$ cat src/rtl/hazard_scoreboard_pkg.sv
// rtl/hazard_scoreboard_pkg.sv - instruction format codes and source-usage decode for the hazard scoreboard
package hazard_scoreboard_pkg;

  typedef enum logic [2:0] {
    TYPE_R = 3'd0,
    TYPE_I = 3'd1,
    TYPE_S = 3'd2,
    TYPE_B = 3'd3,
    TYPE_U = 3'd4,
    TYPE_J = 3'd5
  } insn_type_e;

  // Returns {uses_src2, uses_src1}; unknown formats read nothing.
  function automatic logic [1:0] src_usage(insn_type_e t);
    case (t)
      TYPE_R, TYPE_S, TYPE_B: src_usage = 2'b11;
      TYPE_I:                 src_usage = 2'b01;
      default:                src_usage = 2'b00;
    endcase
  endfunction

endpackage

$ cat src/rtl/hazard_scoreboard_if.sv
// rtl/hazard_scoreboard_if.sv - decode-stage instruction handshake between decode and the hazard scoreboard
interface hazard_scoreboard_if
  import hazard_scoreboard_pkg::*;
#(
  parameter int ADDR_W = 5,
  parameter int LAT_W  = 3
);
  logic              de_valid;
  logic [ADDR_W-1:0] de_src1;
  logic [ADDR_W-1:0] de_src2;
  logic [ADDR_W-1:0] de_rd;
  insn_type_e        de_type;
  logic              de_regwrt;
  logic [LAT_W-1:0]  de_lat;
  logic              de_long;
  logic              stall_processor;
  logic              issue;

  modport master (
    output de_valid, de_src1, de_src2, de_rd, de_type, de_regwrt, de_lat, de_long,
    input  stall_processor, issue
  );

  modport slave (
    input  de_valid, de_src1, de_src2, de_rd, de_type, de_regwrt, de_lat, de_long,
    output stall_processor, issue
  );
endinterface

$ cat src/rtl/hazard_reg_timer.sv
// rtl/hazard_reg_timer.sv - pending-write countdown and long-op flag for one architectural register
module hazard_reg_timer
  import hazard_scoreboard_pkg::*;
#(
  parameter int LAT_W = 3
) (
  input  logic             i_clk,
  input  logic             i_rst,
  input  logic             i_hold,
  input  logic             i_load,
  input  logic [LAT_W-1:0] i_load_val,
  input  logic             i_set_long,
  input  logic             i_clr_long,
  output logic [LAT_W-1:0] o_cnt,
  output logic             o_long,
  output logic             o_busy
);
  logic [LAT_W-1:0] r_cnt;
  logic             r_long;

  always_ff @(posedge i_clk) begin
    if (i_rst) begin
      r_cnt <= '0;
    end else if (i_load) begin
      r_cnt <= i_load_val;
    end else if (!i_hold && (r_cnt != '0)) begin
      r_cnt <= r_cnt - LAT_W'(1);
    end
  end

  // A new long issue beats a completion to the same register in the same cycle.
  always_ff @(posedge i_clk) begin
    if (i_rst) begin
      r_long <= 1'b0;
    end else if (i_set_long) begin
      r_long <= 1'b1;
    end else if (i_clr_long) begin
      r_long <= 1'b0;
    end
  end

  assign o_cnt  = r_cnt;
  assign o_long = r_long;
  assign o_busy = r_long || (r_cnt != '0);
endmodule

$ cat src/rtl/hazard_scoreboard.sv
// rtl/hazard_scoreboard.sv - decode hazard unit: RAW/WAW/long-unit stall detection over a per-register scoreboard
module hazard_scoreboard
  import hazard_scoreboard_pkg::*;
#(
  parameter int NUM_REGS  = 32,
  parameter int ADDR_W    = 5,
  parameter int LAT_W     = 3,
  parameter int FWD_SLACK = 0,
  parameter int CNT_W     = 32
) (
  input  logic                i_clk,
  input  logic                i_rst,
  hazard_scoreboard_if.slave  de,
  input  logic                i_pipe_hold,
  input  logic                i_long_done,
  input  logic [ADDR_W-1:0]   i_long_rd,
  output logic [NUM_REGS-1:0] o_busy_vec,
  output logic [CNT_W-1:0]    o_stall_cnt
);
  localparam logic [LAT_W-1:0] SLACK = LAT_W'(FWD_SLACK);

  logic [LAT_W-1:0]    w_cnt [NUM_REGS];
  logic [NUM_REGS-1:0] w_long;
  logic [NUM_REGS-1:0] w_busy;
  logic [LAT_W-1:0]    w_eff_lat;
  logic [1:0]          w_use;
  logic                w_pend1;
  logic                w_pend2;
  logic                w_wr_any;
  logic                w_raw;
  logic                w_waw;
  logic                w_struct;
  logic                w_stall;
  logic                w_issue;
  logic [CNT_W-1:0]    r_stall_cnt;

  assign w_cnt[0]  = '0;
  assign w_long[0] = 1'b0;
  assign w_busy[0] = 1'b0;

  for (genvar r = 1; r < NUM_REGS; r++) begin : g_reg
    hazard_reg_timer #(.LAT_W(LAT_W)) u_timer (
      .i_clk      (i_clk),
      .i_rst      (i_rst),
      .i_hold     (i_pipe_hold),
      .i_load     (w_issue && w_wr_any && !de.de_long && (de.de_rd == ADDR_W'(r))),
      .i_load_val (w_eff_lat),
      .i_set_long (w_issue && w_wr_any && de.de_long && (de.de_rd == ADDR_W'(r))),
      .i_clr_long (i_long_done && (i_long_rd == ADDR_W'(r))),
      .o_cnt      (w_cnt[r]),
      .o_long     (w_long[r]),
      .o_busy     (w_busy[r])
    );
  end

  // Hazards look only at registered scoreboard state, so a completing long op still stalls its reader this cycle.
  always_comb begin
    w_use     = src_usage(de.de_type);
    w_eff_lat = (de.de_lat == '0) ? LAT_W'(1) : de.de_lat;
    w_pend1   = (de.de_src1 != '0) && (w_long[de.de_src1] || (w_cnt[de.de_src1] > SLACK));
    w_pend2   = (de.de_src2 != '0) && (w_long[de.de_src2] || (w_cnt[de.de_src2] > SLACK));
    w_raw     = (w_use[0] && w_pend1) || (w_use[1] && w_pend2);
    w_wr_any  = de.de_regwrt && (de.de_rd != '0);
    if (de.de_long) begin
      w_waw = w_wr_any && (w_long[de.de_rd] || (w_cnt[de.de_rd] != '0));
    end else begin
      w_waw = w_wr_any && (w_long[de.de_rd] || (w_cnt[de.de_rd] > w_eff_lat));
    end
    w_struct = de.de_long && (|w_long);
    w_stall  = !i_rst && de.de_valid && (w_raw || w_waw || w_struct);
    w_issue  = !i_rst && de.de_valid && !w_stall && !i_pipe_hold;
  end

  always_ff @(posedge i_clk) begin
    if (i_rst) begin
      r_stall_cnt <= '0;
    end else if (w_stall && (r_stall_cnt != '1)) begin
      r_stall_cnt <= r_stall_cnt + CNT_W'(1);
    end
  end

  assign de.stall_processor = w_stall;
  assign de.issue           = w_issue;
  assign o_busy_vec         = i_rst ? '0 : w_busy;
  assign o_stall_cnt        = r_stall_cnt;
endmodule
$ cat src/flat_wrapper.sv
// flat-port wrapper written by rule: the top's interface ports become plain ports
module hazard_scoreboard_flat import hazard_scoreboard_pkg::*;
#(
  parameter int NUM_REGS  = 32,
  parameter int ADDR_W    = 5,
  parameter int LAT_W     = 3,
  parameter int FWD_SLACK = 0,
  parameter int CNT_W     = 32
)
  (i_clk, i_rst, i_pipe_hold, i_long_done, i_long_rd, o_busy_vec, o_stall_cnt, de_de_valid, de_de_src1, de_de_src2, de_de_rd, de_de_type, de_de_regwrt, de_de_lat, de_de_long, de_stall_processor, de_issue);
  hazard_scoreboard_if #(.ADDR_W(ADDR_W), .LAT_W(LAT_W)) de_i ();
  input  logic i_clk;
  input  logic i_rst;
  input  logic i_pipe_hold;
  input  logic i_long_done;
  input  logic [ADDR_W-1:0] i_long_rd;
  output logic [NUM_REGS-1:0] o_busy_vec;
  output logic [CNT_W-1:0] o_stall_cnt;
  input wire logic [$bits(de_i.de_valid)-1:0] de_de_valid;
  input wire logic [$bits(de_i.de_src1)-1:0] de_de_src1;
  input wire logic [$bits(de_i.de_src2)-1:0] de_de_src2;
  input wire logic [$bits(de_i.de_rd)-1:0] de_de_rd;
  input wire logic [$bits(de_i.de_type)-1:0] de_de_type;
  input wire logic [$bits(de_i.de_regwrt)-1:0] de_de_regwrt;
  input wire logic [$bits(de_i.de_lat)-1:0] de_de_lat;
  input wire logic [$bits(de_i.de_long)-1:0] de_de_long;
  output wire logic [$bits(de_i.stall_processor)-1:0] de_stall_processor;
  output wire logic [$bits(de_i.issue)-1:0] de_issue;
  assign de_i.de_valid = de_de_valid;
  assign de_i.de_src1 = de_de_src1;
  assign de_i.de_src2 = de_de_src2;
  assign de_i.de_rd = de_de_rd;
  assign de_i.de_type = de_de_type;
  assign de_i.de_regwrt = de_de_regwrt;
  assign de_i.de_lat = de_de_lat;
  assign de_i.de_long = de_de_long;
  assign de_stall_processor = de_i.stall_processor;
  assign de_issue = de_i.issue;
  hazard_scoreboard #(.NUM_REGS(NUM_REGS), .ADDR_W(ADDR_W), .LAT_W(LAT_W), .FWD_SLACK(FWD_SLACK), .CNT_W(CNT_W)) u_core (.i_clk(i_clk), .i_rst(i_rst), .de(de_i), .i_pipe_hold(i_pipe_hold), .i_long_done(i_long_done), .i_long_rd(i_long_rd), .o_busy_vec(o_busy_vec), .o_stall_cnt(o_stall_cnt));
endmodule
$ cat config.mk
export PLATFORM = sky130hd
export DESIGN_NAME = hazard_scoreboard_flat
export DESIGN_NICKNAME = d
export VERILOG_FILES = /design/src/rtl/hazard_scoreboard_pkg.sv /design/src/rtl/hazard_scoreboard_if.sv /design/src/rtl/hazard_reg_timer.sv /design/src/rtl/hazard_scoreboard.sv /design/src/flat_wrapper.sv
export SDC_FILE = /design/constraint.sdc
export NUM_CORES = 1
export LEC_CHECK = 0
export ABC_AREA = 1
export BUFFER_PORTS_ARGS = -buffer_cell sky130_fd_sc_hd__buf_4
export CAP_MARGIN = 20
export CORE_ASPECT_RATIO = 1.4
export CORE_MARGIN = 1
export CORE_UTILIZATION = 45
export DETAILED_ROUTE_END_ITERATION = 12
export HOLD_SLACK_MARGIN = 0.03
export RECOVER_POWER = 50
export SLEW_MARGIN = 40
export SYNTH_ARGS = -nofsm -noshare
export SYNTH_HDL_FRONTEND = slang
export SYNTH_HIERARCHICAL = 1
export SYNTH_SLANG_ARGS = --single-unit
$ cat constraint.sdc
create_clock -name i_clk -period 3.65 [get_ports i_clk]
set_clock_uncertainty 0.1 [all_clocks]
set_input_delay 0.73 -clock i_clk [delete_from_list [all_inputs] [get_ports i_clk]]
set_output_delay 0.73 -clock i_clk [all_outputs]
set_load 0.02 [all_outputs]
### Yosys cells after proc, flatten, opt, wreduce, memory -nomap -nowiden

Cells that the tools add are included.

| storage, ports and cells | value |
|---|---|
| output and inout port bits | 66 |
| bits in read-only memories | 0 |
| bits in latches | 0 |
| register bits after elaboration | 156 |
| memories | 0 |
| RAM bits | 0 |
| input bits | 33 |
| word-level logic and storage cells | 599 |

| operators by class | value |
|---|---|
| div/mod/pow operators | 0 |
| shift-type cells | 0 |
| reductions and logical operators | 283 |
| mux-type cells | 143 |
| $mul | 0 |
| add/subtract/negate cells | 32 |
| equal/unequal tests | 66 |
| bitwise gates (word level) | 3 |
| magnitude comparators | 9 |

Operator list:

| cell | count |
|---|---|
| two-way mux 3 bit | 69 |
| == test 5 bit (second input constant) | 32 |
| logical AND 1 bit | 140 |
| nonzero test 2 bit | 62 |
| nonzero test 3 bit | 32 |
| subtractor 3 x 1 -> 3 bit (second input constant) | 31 |
| == test 5 x 4 -> 1 bit (second input constant) | 16 |
| two-way mux 1 bit | 66 |
| binary-select mux 3 bit (select 5 bit) | 3 |
| == test 5 x 3 -> 1 bit (second input constant) | 8 |
| logical OR 1 bit | 38 |
| adder 32 x 1 -> 32 bit (second input constant) | 1 |
| two-way mux 32 bit | 1 |
| inequality test 32 bit (second input constant) | 1 |
| OR reduction 31 bit | 1 |
| == test 5 x 2 -> 1 bit (second input constant) | 4 |
| >= comparator 6 bit (second input constant) | 3 |
| less-than comparator 5 x 6 -> 1 bit (second input constant) | 3 |
| inverter 5 -> 6 bit | 3 |
| binary-select mux 1 bit (select 5 bit) | 3 |
| nonzero test 5 bit | 3 |
| == test 5 x 1 -> 1 bit (second input constant) | 2 |
| == test 3 x 2 -> 1 bit (second input constant) | 2 |
| > comparator 3 x 1 -> 1 bit (second input constant) | 2 |
| other kinds (6) | 10 |

### Logic depth before layout (Yosys ltp)

Gate-level depths: netlist of the first run.

| depth | value |
|---|---|
| word-level depth | 19 |
| mapped depth | 31 |
| mapped depth without buffers | 28 |

### Hierarchy

Netlist of the first run, hierarchy kept.

By module, submodules not included:

| module | area each (um2) | times used | cells an instance |
|---|---|---|---|
| hazard_reg_timer | 250.2 | 31 | 38 |
| hazard_scoreboard | 6223.5 | 1 | 1318 |

### Least setup slack after synthesis of the first run

No wires, ideal clock.

| timing | value |
|---|---|
| path kind | input to output |
| from | in de_de_lat[1] |
| to | out de_issue |
| setup slack | -0.651 ns |
| stages | 11 |
| path buffers | 1 |
| data arrival time | 3.471 ns |
| data required time | 2.820 ns |
| path through | o21bai_1 > ha_1 > o21ai_0 > nand3_1 > o21ai_1 > nor2_1 > nand2_1 > nand2_1 > nand3_4 > buf_2 > nor4_1 |

| between the ends | value |
|---|---|
| word-level cells in the longest chain between the ends | 12 |

Ends and longest elaborated chain:

| item | RTL line | RTL |
|---|---|---|
| start, declared | flat_wrapper.sv:25 | `input wire logic [$bits(de_i.de_lat)-1:0] de_de_lat;` |
| logical NOT 3 bit | hazard_scoreboard.sv:59 | `w_eff_lat = (de.de_lat == '0) ? LAT_W'(1) : de.de_lat;` |
| two-way mux 3 bit * | hazard_scoreboard.sv:59 |  |
| > comparator 3 bit * | hazard_scoreboard.sv:67 | `w_waw = w_wr_any && (w_long[de.de_rd] \|\| (w_cnt[de.de_rd] > w_eff_lat));` |
| logical OR 1 bit * | hazard_scoreboard.sv:67 |  |
| logical AND 1 bit * | hazard_scoreboard.sv:67 |  |
| two-way mux 1 bit * | hazard_scoreboard.sv:64 | `if (de.de_long) begin` |
| logical OR 1 bit * (2 in a row) | hazard_scoreboard.sv:70 | `w_stall = !i_rst && de.de_valid && (w_raw \|\| w_waw \|\| w_struct);` |
| logical AND 1 bit * | hazard_scoreboard.sv:70 |  |
| logical NOT 1 bit * | hazard_scoreboard.sv:71 | `w_issue = !i_rst && de.de_valid && !w_stall && !i_pipe_hold;` |
| logical AND 1 bit * (2 in a row) | hazard_scoreboard.sv:71 |  |
| end, declared | flat_wrapper.sv:28 | `output wire logic [$bits(de_i.issue)-1:0] de_issue;` |

Every way passes the cells marked *; elsewhere a longest branch is shown, timed or not.

### Final worst setup path of the first run

| timing | value |
|---|---|
| from | in de_de_rd[0] |
| to | reg u_core.g_reg[20].u_timer.r_cnt[1] |

| between the ends | value |
|---|---|
| word-level cells in the longest chain between the ends | 18 |
| elaborated cells on any way between the ends | 27 |
| classes of those cells | order compare (1); eq/ne (1); mux (7); bitwise (1); reduce/logical (17) |

Ends and longest elaborated chain:

| item | RTL line | RTL |
|---|---|---|
| start, declared | flat_wrapper.sv:22 | `input wire logic [$bits(de_i.de_rd)-1:0] de_de_rd;` |
| inverter 5 -> 6 bit (not written as such) | hazard_scoreboard.sv:65, hazard_scoreboard.sv:67 |  |
| binary-select mux 3 bit (select 5 bit) | hazard_scoreboard.sv:65, hazard_scoreboard.sv:67 |  |
| two-way mux 3 bit (not written as such) (2 in a row) | hazard_scoreboard.sv:65, hazard_scoreboard.sv:67 |  |
| > comparator 3 bit / nonzero test 3 bit (equally long branches) | hazard_scoreboard.sv:67, hazard_scoreboard.sv:65 |  |
| logical OR 1 bit (on tied branches) | hazard_scoreboard.sv:67, hazard_scoreboard.sv:65 |  |
| logical AND 1 bit (on tied branches) | hazard_scoreboard.sv:67, hazard_scoreboard.sv:65 |  |
| two-way mux 1 bit | hazard_scoreboard.sv:64 |  |
| logical OR 1 bit (2 in a row) | hazard_scoreboard.sv:70 |  |
| logical AND 1 bit | hazard_scoreboard.sv:70 |  |
| logical NOT 1 bit | hazard_scoreboard.sv:71 |  |
| logical AND 1 bit (2 in a row) | hazard_scoreboard.sv:71 |  |
| logical AND 1 bit (2 in a row) | hazard_scoreboard.sv:46 | `.i_load (w_issue && w_wr_any && !de.de_long && (de.de_rd == ADDR_W'(r))),` |
| logical AND 1 bit * | hazard_scoreboard.sv:46 |  |
| two-way mux 3 bit / nonzero test 2 bit (equally long branches) | - |  |
| end signal, assigned | hazard_reg_timer.sv:25 | `r_cnt <= i_load_val;` |
| end signal, assigned | hazard_reg_timer.sv:27 | `r_cnt <= r_cnt - LAT_W'(1);` |
| end, declared | hazard_reg_timer.sv:18 | `logic [LAT_W-1:0] r_cnt;` |

Every way passes the cells marked *; elsewhere a longest branch is shown, timed or not. The select of a mux whose other input is x is not followed.
A chain may end at the register's enable or synchronous reset.

==> flow_summary_export.csv, run 1 <==
group,metric,value,unit
outcome,status,"finished, violations left",
outcome,violations,"negative setup slack",
detailed_routing,first_pass_iters,7,
critical_path,worstRegToRegCells,30,
floorplanning,design.core.area,0.0307,mm²
synth,synth-xor-area-share,0.00125,
clock_network,cts_buffers,17,
cells_and_area,antenna_cells,0,
clock_network,htree_levels,4,
hold_path,min_to,"u_core/g_reg[16].u_timer/o_cnt[0]",
pwr,vdd_drop_max,0.000336,V
timing,setup_tns,-8.72,ns
timing,finalCritPeriodShare,1.05,
grt,grt_pass1_wl,87300,µm
timing,period_minus_slack,3.85,ns
placed_design,hpwl,44000,µm
timing,relSlewSlack,0.430,
cells_and_area,drive_gt1_frac,0.179,
synth,synth-warning-count,6,
hold_path,holdCritStartpoint,"u_core/g_reg[16].u_timer/o_cnt[0]",
grt,grt_max_degree,62,
synth,muxShareOfSynthArea,0,
timing,worst_pin_slew,0.848,ns
clock_network,clock_sinks,156,
timing,rsz0062_at_grt,"true",
run,max_cap_viol_count,0,
critical_path,r2r-end,"u_core/g_reg[20].u_timer/o_cnt[1]",
floorplanning,io_pins,99,
floorplanning,rows,76,
synth,synth_compound_area_frac,0.131,
pwr,p_comb_frac,0.534,
critical_path,worstPathArrival,4.11,ns
critical_path,r2r_slack,-0.10,ns
synth,yosys.area_share.simple,0.447,
synth,synthCells,2496,
cells_and_area,seq_area,0.00312,mm²
synth,synth_top_family_by_area,"simple AND/OR/NAND/NOR gates",
critical_path,slowest_delay,0.27,ns
clock_network,clock_latency,0.45,ns
detailed_routing,drc_errors,0,
clock_network,ctsHoldBuffers,0,
pwr,total_power,9820,µW
detailed_routing,routedWlPerCell,18.7,µm
critical_path,cp_num_buf_inv,10,
detailed_routing,vias,17000,
timing,setup_viol,95,
synth,synthTopCellsByCount,"821 x nand2_1, 412 x inv_1, 317 x nor2_1, 156 x dfxtp_1, 149 x nand3_1",
synth,synth_edf_count,0,
critical_path,end_kind,"flip-flop",
pwr,switching_power,4580,µW
hold_path,min_path_cells,2,
critical_path,rr_startpoint,"u_core/g_reg[7].u_timer/o_cnt[2]",
cells_and_area,fill_cells,3231,
synth,synth-seq-cells,156,
timing,finalMaxSlewViolations,0,
synth,yosys.area_share.adder,0.0591,
cells_and_area,area_growth,24.8,%
pwr,power_density,563,mW/mm²
floorplanning,die_y,211,µm
grt,grt.overflow.total,0,
critical_path,path_common_cell,"nor2_1",
synth,synth_area,0.0140,mm²
synth,synth_top_cell_by_area,"dfxtp_1",
cells_and_area,nets,2854,
cells_and_area,multi_input_area,0.00919,mm²
clock_network,cts_tree,"yes",
synth,avgSynthCellArea,5.60,µm²
grt,grt_pass1_vias,15900,
synth,synth.most_common_cell,"nand2_1",
timing,timing.final.ws_setup,-0.197,ns
timing,hold_violations,0,
pwr,sequentialPowerShare,0.270,
synth,synth_area_leaders,"dfxtp_1 22%, nand2_1 22%, inv_1 11%",
floorplanning,die_w,151,µm
grt,gr-usage-all-layers,0.367,
synth,syn_nets,2595,
pwr,p_leak,0.00789,µW
floorplanning,start_util,0.455,
timing,clock.fmax,260,MHz
critical_path,slowest_stage,"clkbuf_16",
placed_design,place_congestion,1.05,
placed_design,io_buffers,97,
clock_network,clk_path_buf_depth,2,
grt,antenna_found_initial,0,
hold_path,hp-class,"flip-flop to flip-flop",
critical_path,crit_type,"primary input to flip-flop",
pwr,pwr-share-clk,0.196,
clock_network,root_buffer,"clkbuf_16",
pwr,power_report.internal_total,5240,µW
detailed_routing,ant_nets,0,
critical_path,path_delay_family,"simple AND/OR/NAND/NOR gates",
detailed_routing,drt_iter0_markers,1291,
synth,ys_async_sr_fraction,0,
clock_network,clkTransAtPathRegs,0.07,ns
synth,synth-seq-area-share,0.223,
synth,synth.top_cell.area_share,0.223,
critical_path,path_max_fanout,8,
floorplanning,die_area,0.0318,mm²
synth,ys.flop_type,"dfxtp_1",
critical_path,critPathLaunchType,"primary input",
detailed_routing,drt_wl_total,58900,µm
critical_path,cp.required,3.92,ns
synth,synth_cell_type_count,39,
pwr,netSwitchingFraction,0.466,
detailed_routing,vias_per_cell,5.38,
==> worst register-to-register path: cells and delay by family, from the launching register on <==
family | cells | cell delay (ns)
flip-flops | 1 | 0.35
AO/OA/AOI/OAI | 4 | 0.40
adder cells (fa/ha/maj) | 1 | 0.24
buffers and inverters | 9 | 1.18
AND/OR/NAND/NOR | 16 | 1.40
==> cell families (layout without fill, tap and decap cells) <==
kind of cell,after synthesis,in the layout
buffers and inverters,480,750
AND/OR/NAND/NOR,1479,1479
adder cells (fa/ha/maj),66,66
AO/OA/AOI/OAI,312,312
XOR/XNOR,2,2
other,1,1
flip-flops,156,156
==> what timing repair did <==
action                     in CTS  in global routing
gates resized for setup        50                 87
setup buffers                  23                 23
setup endpoints to repair       2                 95
pin swaps                      25                  2
gates cloned                    6                  3
==> flip-flops by register name, indices dropped and copies added (netlist names) <==
name / count
u_core/g.u_timer/o_cnt: 93
u_core/o_stall_cnt: 32
u_core/g.u_timer/o_long: 31
==> final cells by class <==
cell class	instances	area share
Multi-Input combinational cell	1860	0.527
Sequential cell	156	0.179
Timing Repair Buffer	301	0.139
Inverter	418	0.0917
Clock inverter	10	0.00811
Timing Repair inverter	1	0.000502
Tap cell	390	0.0280
Clock buffer	20	0.0268
==> per-layer routing <==
layer	global-route usage	part of all wire	up-vias
li1	-	-	8270
met1	0.403	0.38	7820
met2	0.636	0.48	678
met3	0.0565	0.064	223
met4	0.260	0.078	0
met5	0	0	-
==> worst max path at each step <==
stage | start | endpoint | slack (ns) | cells past startpoint
floorplan | de_de_rd[1] | de_issue | -0.04 | 23
global placement | de_de_rd[0] | u_core/g_reg[24].u_timer/o_cnt[2] | -0.30 | 29
detailed placement | de_de_rd[0] | u_core/g_reg[24].u_timer/o_cnt[2] | -0.37 | 29
CTS | de_de_rd[0] | de_stall_processor | -0.13 | 25
global route | de_de_rd[0] | u_core/g_reg[20].u_timer/o_cnt[1] | -0.35 | 32
finish | de_de_rd[0] | u_core/g_reg[20].u_timer/o_cnt[1] | -0.20 | 32
==> placed cells by master (no fill, tap or decap), types with 2 or more instances in the layout <==
| master | instances |
|---|---|
| nor2_4 | 13 |
| nand2_2 | 75 |
| o21ai_1 | 40 |
| a22oi_1 | 3 |
| ha_4 | 3 |
| nor2_1 | 303 |
| buf_16 | 4 |
| clkinv_4 | 3 |
| clkinv_2 | 2 |
| buf_12 | 13 |
| bufinv_16 | 3 |
| nand3_1 | 148 |
| o21ai_2 | 3 |
| inv_8 | 2 |
| clkbuf_16 | 19 |
| buf_4 | 196 |
| o31ai_1 | 2 |
| o211ai_1 | 4 |
| inv_2 | 4 |
| inv_1 | 408 |
| nand2_1 | 808 |
| buf_6 | 23 |
| nand4_1 | 45 |
| nor4_1 | 13 |
| clkbuf_8 | 3 |
| dfxtp_1 | 156 |
| o22ai_1 | 14 |
| clkinvlp_4 | 3 |
| clkbuf_1 | 60 |
| ha_1 | 63 |
| or2_2 | 35 |
| nor2_2 | 7 |
| o21ai_0 | 67 |
| clkinv_1 | 2 |
| nor3_1 | 22 |
| nand4_4 | 2 |
| a21oi_2 | 70 |
| a21oi_1 | 107 |
==> metrics by stage <==
stage	instance area [µm²]	cells	utilization	setup WS (ns)	hold slack (ns)
after detailed placement	16200	3071	0.526	-0.372	0.389
after global routing	17400	3156	0.568	-0.346	0.429
after floorplan	14100	2496	-	-0.0352	0.354
after global placement	16200	3071	0.526	-0.300	0.378
after CTS	17200	3130	0.561	-0.131	0.399
final	17400	3156	0.568	-0.197	0.402
==> power groups by stage <==
stage	Sequential [µW]	Clock, µW	Combinational [µW]
global placement	2660	0	5000
finish	2650	1920	5240
floorplan	2400	0	3740
CTS	2620	1950	5240
global route	2680	2010	5910
detailed placement	2660	0	5120
(Power assumes the default switching activity.)
==> run 2: changes to the inputs <==
CORE_MARGIN = 2   (was 1)
==> run 2 against run 1 <==
- final cell count is 1.1% lower
- sequential share of layout area is 0.40 points lower
- sequential power hardly changed
- setup slack better by 0.040 ns
- maximum frequency rose by 1.1%
- critical endpoint is now de_issue
- utilization increased by 1.3 points
- the run still ends with negative setup slack left
- die area up 2.3%
- via count is 0.84% lower
- register-to-register slack improved by 0.20 ns
==> flow_summary_export.csv, run 2 (synthesis results as in run 1) <==
group,metric,value,unit
pwr,power_report.internal_total,5410,µW
placed_design,place_congestion,1.03,
placed_design,dpl_cell_area,0.0161,mm²
clock_network,htree_levels,4,
placed_design,dp.cells,3063,
critical_path,end_kind,"output port",
clock_network,root_buffer,"clkbuf_16",
pwr,vdd_drop_max,0.000348,V
critical_path,rr_startpoint,"u_core/g_reg[29].u_timer/o_cnt[2]",
detailed_routing,first_pass_iters,5,
timing,timing.final.ws_setup,-0.157,ns
cells_and_area,area_growth,27.6,%
floorplanning,design.core.area,0.0307,mm²
detailed_routing,ant_nets,0,
clock_network,cts_buffers,17,
floorplanning,die_w,153,µm
placed_design,io_buffers,97,
critical_path,crit_type,"primary input to output port",
cells_and_area,finalInstanceArea,0.0178,mm²
run,max_cap_viol_count,0,
clock_network,clk_path_buf_depth,2,
critical_path,cp.required,2.82,ns
timing,hold_violations,0,
critical_path,worstPathArrival,2.98,ns
pwr,switching_power,4730,µW
timing,setup_viol,12,
timing,rsz0062_at_grt,"true",
floorplanning,die_area,0.0325,mm²
timing,holdWs,0.410,ns
cells_and_area,nets,2817,
timing,period_minus_slack,3.81,ns
detailed_routing,drc_errors,0,
clock_network,cts_tree,"yes",
cells_and_area,fill_cells,3151,
timing,relSlewSlack,0.266,
grt,grt_max_degree,76,
detailed_routing,vias_per_cell,5.40,
detailed_routing,routedWlPerCell,18.3,µm
placed_design,dp_slack,-0.422,ns
pwr,p_leak,0.00795,µW
cells_and_area,seq_area,0.00312,mm²
pwr,p_comb_frac,0.535,
clock_network,clock_sinks,156,
critical_path,crit_start,"de_de_rd[1]",
cells_and_area,finalNonFillerCells,3121,
grt,grt_pass1_wl,85300,µm
pwr,netSwitchingFraction,0.466,
clock_network,ctsHoldBuffers,0,
floorplanning,die_y,213,µm
floorplanning,io_pins,99,
outcome,status,"finished, violations left",
cells_and_area,largest_reg_flops,93,
floorplanning,rows,76,
grt,gr-usage-all-layers,0.339,
detailed_routing,drt_iter0_markers,1309,
grt,antenna_found_initial,0,
clock_network,clkTransAtPathRegs,0.06,ns
grt,grt_pass1_vias,15700,
critical_path,path_max_fanout,7,
placed_design,hpwl,42700,µm
cells_and_area,drive_gt1_frac,0.226,
grt,grt.overflow.total,0,
pwr,total_power,10100,µW
floorplanning,start_util,0.455,
cells_and_area,most-common-layout-cells,"761 x nand2_1, 381 x inv_1, 282 x nor2_1, 155 x dfxtp_1, 141 x buf_4",
timing,finalCritPeriodShare,1.04,
timing,finalMaxSlewViolations,0,
pwr,power_density,568,mW/mm²
detailed_routing,drt_wl_total,57200,µm
timing,worst_pin_slew,1.10,ns
hold_path,hp-class,"flip-flop to flip-flop",
critical_path,timing.critical_path.to,"de_issue",
critical_path,critPathLaunchType,"primary input",
critical_path,worstRegToRegCells,28,
outcome,violations,"negative setup slack",
detailed_routing,vias,16800,
timing,clock.fmax,263,MHz
pwr,sequentialPowerShare,0.265,
clock_network,clock_latency,0.46,ns
cells_and_area,antenna_cells,0,
cells_and_area,multi_input_area,0.00976,mm²
pwr,pwr-share-clk,0.200,
cells_and_area,final_common_cell,"nand2_1",
critical_path,r2r_slack,0.10,ns
critical_path,r2r-end,"u_core/g_reg[23].u_timer/o_cnt[0]",
## run 2: layout make-up
| class | instances | share of cell area |
|---|---|---|
| multi-input combinational | 1860 | 0.547 |
| timing repair buffer | 265 | 0.122 |
| clock buffer | 20 | 0.0262 |
| clock inverter | 12 | 0.0103 |
| tap | 390 | 0.0273 |
| inverter | 418 | 0.0921 |
| sequential | 156 | 0.175 |
## run 2: metal layers
layer  up-vias  GRT usage  routed length [µm]
li1       8204          -                   -
met1      7773      0.376               21600
met2       664      0.602               28000
met3       207     0.0518                3480
met4         0      0.222                4060
met5         -          0                   0
## run 2: worst max-delay path: stages
cell	delay (ns)
buf_12	0.12
inv_8	0.04
nor2_4	0.15
buf_6	0.16
buf_4	0.13
nand2_1	0.05
nand4_1	0.19
a21oi_1	0.12
nand2_1	0.09
nand2_2	0.07
ha_4	0.27
nand3_2	0.05
nand3_1	0.08
o21ai_1	0.06
nor2_1	0.08
nand2_1	0.06
nand2_2	0.07
nand3_4	0.10
nor4_4	0.14
buf_4	0.18
## run 2: timing repair
item | in CTS | in global routing
gates resized for setup | 27 | 357
setup endpoints to repair | 2 | 99
buffers inserted | 9 | 13
cloned | 1 | 4
pin swaps | 8 | 144
## run 2: power groups by stage
stage               clock, µW  combinational [µW]  sequential, µW
finish                   2030                5430            2680
global route             2130                6110            2720
CTS                      2070                5120            2640
detailed placement          0                5040            2670
global placement            0                4950            2670
floorplan                   0                3740            2400
## run 2: worst min path at each step
| stage | start | endpoint | depth (start not counted) |
|---|---|---|---|
| final | u_core/g_reg[16].u_timer/o_cnt[0] | u_core/g_reg[16].u_timer/o_cnt[0] | 2 |
| after global routing | u_core/g_reg[15].u_timer/o_cnt[1] | u_core/g_reg[15].u_timer/o_cnt[1] | 2 |
| after CTS | u_core/g_reg[16].u_timer/o_cnt[0] | u_core/g_reg[16].u_timer/o_cnt[0] | 2 |
| after detailed placement | u_core/g_reg[16].u_timer/o_cnt[0] | u_core/g_reg[16].u_timer/o_cnt[0] | 2 |
| after global placement | u_core/g_reg[16].u_timer/o_cnt[0] | u_core/g_reg[16].u_timer/o_cnt[0] | 2 |
| after floorplan | u_core/g_reg[19].u_timer/o_cnt[1] | u_core/g_reg[19].u_timer/o_cnt[1] | 2 |
## run 2: metrics by stage
| stage | TNS [ns] | utilization |
|---|---|---|
| global route | -8.98 | 0.581 |
| detailed placement | -42.59 | 0.523 |
| CTS | -0.0921 | 0.551 |
| floorplan | -0.0352 | - |
| finish | -0.478 | 0.581 |
| global placement | -35.36 | 0.523 |
==> run 3: changes to the inputs <==
CELL_PAD_IN_SITES_DETAIL_PLACEMENT = 1   (was not set)
CELL_PAD_IN_SITES_GLOBAL_PLACEMENT = 2   (was not set)
CORE_UTILIZATION = 29   (was 45)
PLACE_DENSITY_LB_ADDON = 0.1   (was not set)
==> run 3 against run 2 <==
- the run still ends with negative setup slack left
- design area shrank 4.0%
- first-iteration DRC count down 39%
- via count barely moved
- setup slack got worse by 0.062 ns
- maximum frequency down 1.6%
- largest power group unchanged
- sequential power is essentially flat
- largest cell class unchanged
- sequential share of layout area up 0.71 points
==> flow_summary_export.csv, run 3 (synthesis results as in run 1) <==
group,metric,value,unit
floorplanning,design.core.area,0.0478,mm²
grt,gr-usage-all-layers,0.266,
outcome,status,"finished, violations left",
pwr,sequentialPowerShare,0.273,
critical_path,slowest_delay,0.21,ns
critical_path,worstRegToRegCells,30,
pwr,p_leak,0.00761,µW
pwr,power_report.internal_total,5050,µW
cells_and_area,largest_reg_flops,93,
cells_and_area,finalInstanceArea,0.0171,mm²
cells_and_area,final_common_cell,"nand2_1",
clock_network,clock_latency,0.48,ns
cells_and_area,antenna_cells,0,
critical_path,path_delay_family,"simple AND/OR/NAND/NOR gates",
clock_network,root_buffer,"clkbuf_16",
floorplanning,start_util,0.293,
timing,clock.fmax,258,MHz
detailed_routing,drc_errors,0,
detailed_routing,ant_nets,0,
timing,period_minus_slack,3.87,ns
grt,grt_pass1_wl,101000,µm
cells_and_area,nets,2818,
critical_path,cp.required,2.82,ns
grt,grt.overflow.total,0,
pwr,switching_power,4710,µW
grt,grt_pass1_vias,17400,
cells_and_area,finalNonFillerCells,3362,
critical_path,slowest_stage,"ha_4",
cells_and_area,area_growth,22.6,%
critical_path,worst-path-stages,22,
timing,hold_violations,0,
cells_and_area,seq_area,0.00312,mm²
clock_network,ctsHoldBuffers,0,
clock_network,clkTransAtPathRegs,0.06,ns
placed_design,place_congestion,1.01,
floorplanning,die_y,264,µm
timing,finalCritPeriodShare,1.06,
critical_path,r2r_slack,0.09,ns
critical_path,critPathLaunchType,"primary input",
detailed_routing,drt_iter0_markers,801,
timing,timing.final.ws_setup,-0.219,ns
grt,grt_max_degree,91,
clock_network,cts_tree,"yes",
floorplanning,rows,95,
cells_and_area,drive_gt1_frac,0.159,
hold_path,holdCritStartpoint,"u_core/g_reg[16].u_timer/o_cnt[0]",
clock_network,clk_path_buf_depth,2,
floorplanning,io_pins,99,
cells_and_area,fill_cells,6573,
placed_design,dp.cells,3322,
pwr,power_density,570,mW/mm²
grt,antenna_found_initial,1,
pwr,vdd_drop_max,0.000372,V
cells_and_area,multi_input_area,0.00905,mm²
detailed_routing,routedWlPerCell,19.7,µm
clock_network,htree_levels,4,
timing,relSlewSlack,0.499,
critical_path,crit_chain,"buf_12 > buf_12 > nand2_8 > buf_6 > nor2_2 > a21oi_2 > nand2_1 > a21oi_2 > nand2_1 > nand2_2 > inv_2 > ha_4 > a21oi_2 > o21ai_1 > nand3_1 > o21ai_1 > nor2_1 > nand2_1 > nand2_2 > nand3_4 > nor4_4 > buf_4",
critical_path,crit_type,"primary input to output port",
clock_network,clock_sinks,156,
outcome,violations,"negative setup slack",
hold_path,hp-class,"flip-flop to flip-flop",
detailed_routing,drt_wl_total,66300,µm
timing,worst_pin_slew,0.745,ns
cells_and_area,most-common-layout-cells,"813 x nand2_1, 409 x inv_1, 313 x nor2_1, 183 x buf_4, 156 x dfxtp_1",
floorplanning,die_area,0.0500,mm²
detailed_routing,first_pass_iters,5,
detailed_routing,vias,16800,
pwr,pwr-share-clk,0.190,
timing,finalMaxSlewViolations,0,
placed_design,hpwl,52900,µm
timing,rsz0062_at_grt,"true",
placed_design,dpl_cell_area,0.0166,mm²
detailed_routing,vias_per_cell,5.01,
pwr,netSwitchingFraction,0.482,
placed_design,io_buffers,97,
timing,setup_viol,5,
critical_path,r2r-end,"u_core/g_reg[5].u_timer/o_cnt[2]",
hold_path,min_to,"u_core/g_reg[16].u_timer/o_cnt[0]",
critical_path,cp_num_buf_inv,5,
clock_network,cts_buffers,17,
pwr,p_comb_frac,0.536,
floorplanning,die_w,190,µm
timing,setup_tns,-0.406,ns
critical_path,rr_startpoint,"u_core/g_reg[13].u_timer/o_cnt[2]",
critical_path,worstPathArrival,3.04,ns
run,max_cap_viol_count,0,
critical_path,end_kind,"output port",
critical_path,path_max_fanout,8,
hold_path,min_path_cells,2,
[run 3: layout make-up]
cell class | count | area share
Clock buffer | 22 | 0.0265
Clock inverter | 10 | 0.00679
Inverter | 418 | 0.0929
Multi-Input combinational cell | 1860 | 0.528
Sequential cell | 156 | 0.182
Tap cell | 630 | 0.0460
Timing Repair Buffer | 266 | 0.117
[run 3: power groups by stage]
stage                     clock [µW]  sequential (µW)  combinational (µW)
after floorplan                    0             2400                3740
after global placement             0             2690                5170
after detailed placement           0             2710                5340
after CTS                       1920             2670                5380
after global routing            1980             2720                5970
final                           1860             2670                5240
[run 3: timing repair]
| item | in CTS | in global routing |
|---|---|---|
| endpoints found under the setup margin | 15 | 128 |
| resized for setup | 25 | 23 |
| pin swaps | 7 | 2 |
| buffers inserted | 6 | 1 |
| gates cloned | 1 | 0 |
[run 3: metrics by stage]
| stage | setup WS, ns | total power, µW | utilization | hold slack, ns |
|---|---|---|---|---|
| 3_5_place_dp | -0.526 | 8040 | 0.347 | 0.394 |
| 4_1_cts | -0.195 | 9980 | 0.362 | 0.408 |
| 2_1_floorplan | -0.0352 | 6140 | - | 0.354 |
| 6_report | -0.219 | 9760 | 0.359 | 0.406 |
| 3_3_place_gp | -0.563 | 7860 | 0.347 | 0.386 |
| 5_1_grt | -0.406 | 10700 | 0.359 | 0.426 |
[run 3: layer usage]
metal | track usage | wire (µm) | part of all wire
met3 | 0.0311 | 1960 | 0.030
met2 | 0.486 | 33600 | 0.51
met1 | 0.290 | 26400 | 0.40
met5 | 0 | 12 | 0.00018
met4 | 0.165 | 4320 | 0.065
[run 3: worst max-delay path by stage]
stage	startpoint	endpoint	slack, ns
6_report	de_de_rd[0]	de_issue	-0.22
5_1_grt	de_de_rd[0]	de_issue	-0.41
4_1_cts	de_de_rd[0]	de_issue	-0.19
3_5_place_dp	de_de_rd[0]	u_core/g_reg[11].u_timer/o_cnt[2]	-0.53
3_3_place_gp	de_de_rd[0]	u_core/g_reg[11].u_timer/o_cnt[2]	-0.56
2_1_floorplan	de_de_rd[1]	de_issue	-0.04
[run 3: worst register-to-register path, delay by kind of cell (launching register included)]
family	cells	cell delay, ns
adder cells (fa/ha/maj)	1	0.20
AND/OR/NAND/NOR	17	1.44
flip-flops	1	0.49
buffers and inverters	7	0.83
AO/OA/AOI/OAI	5	0.38
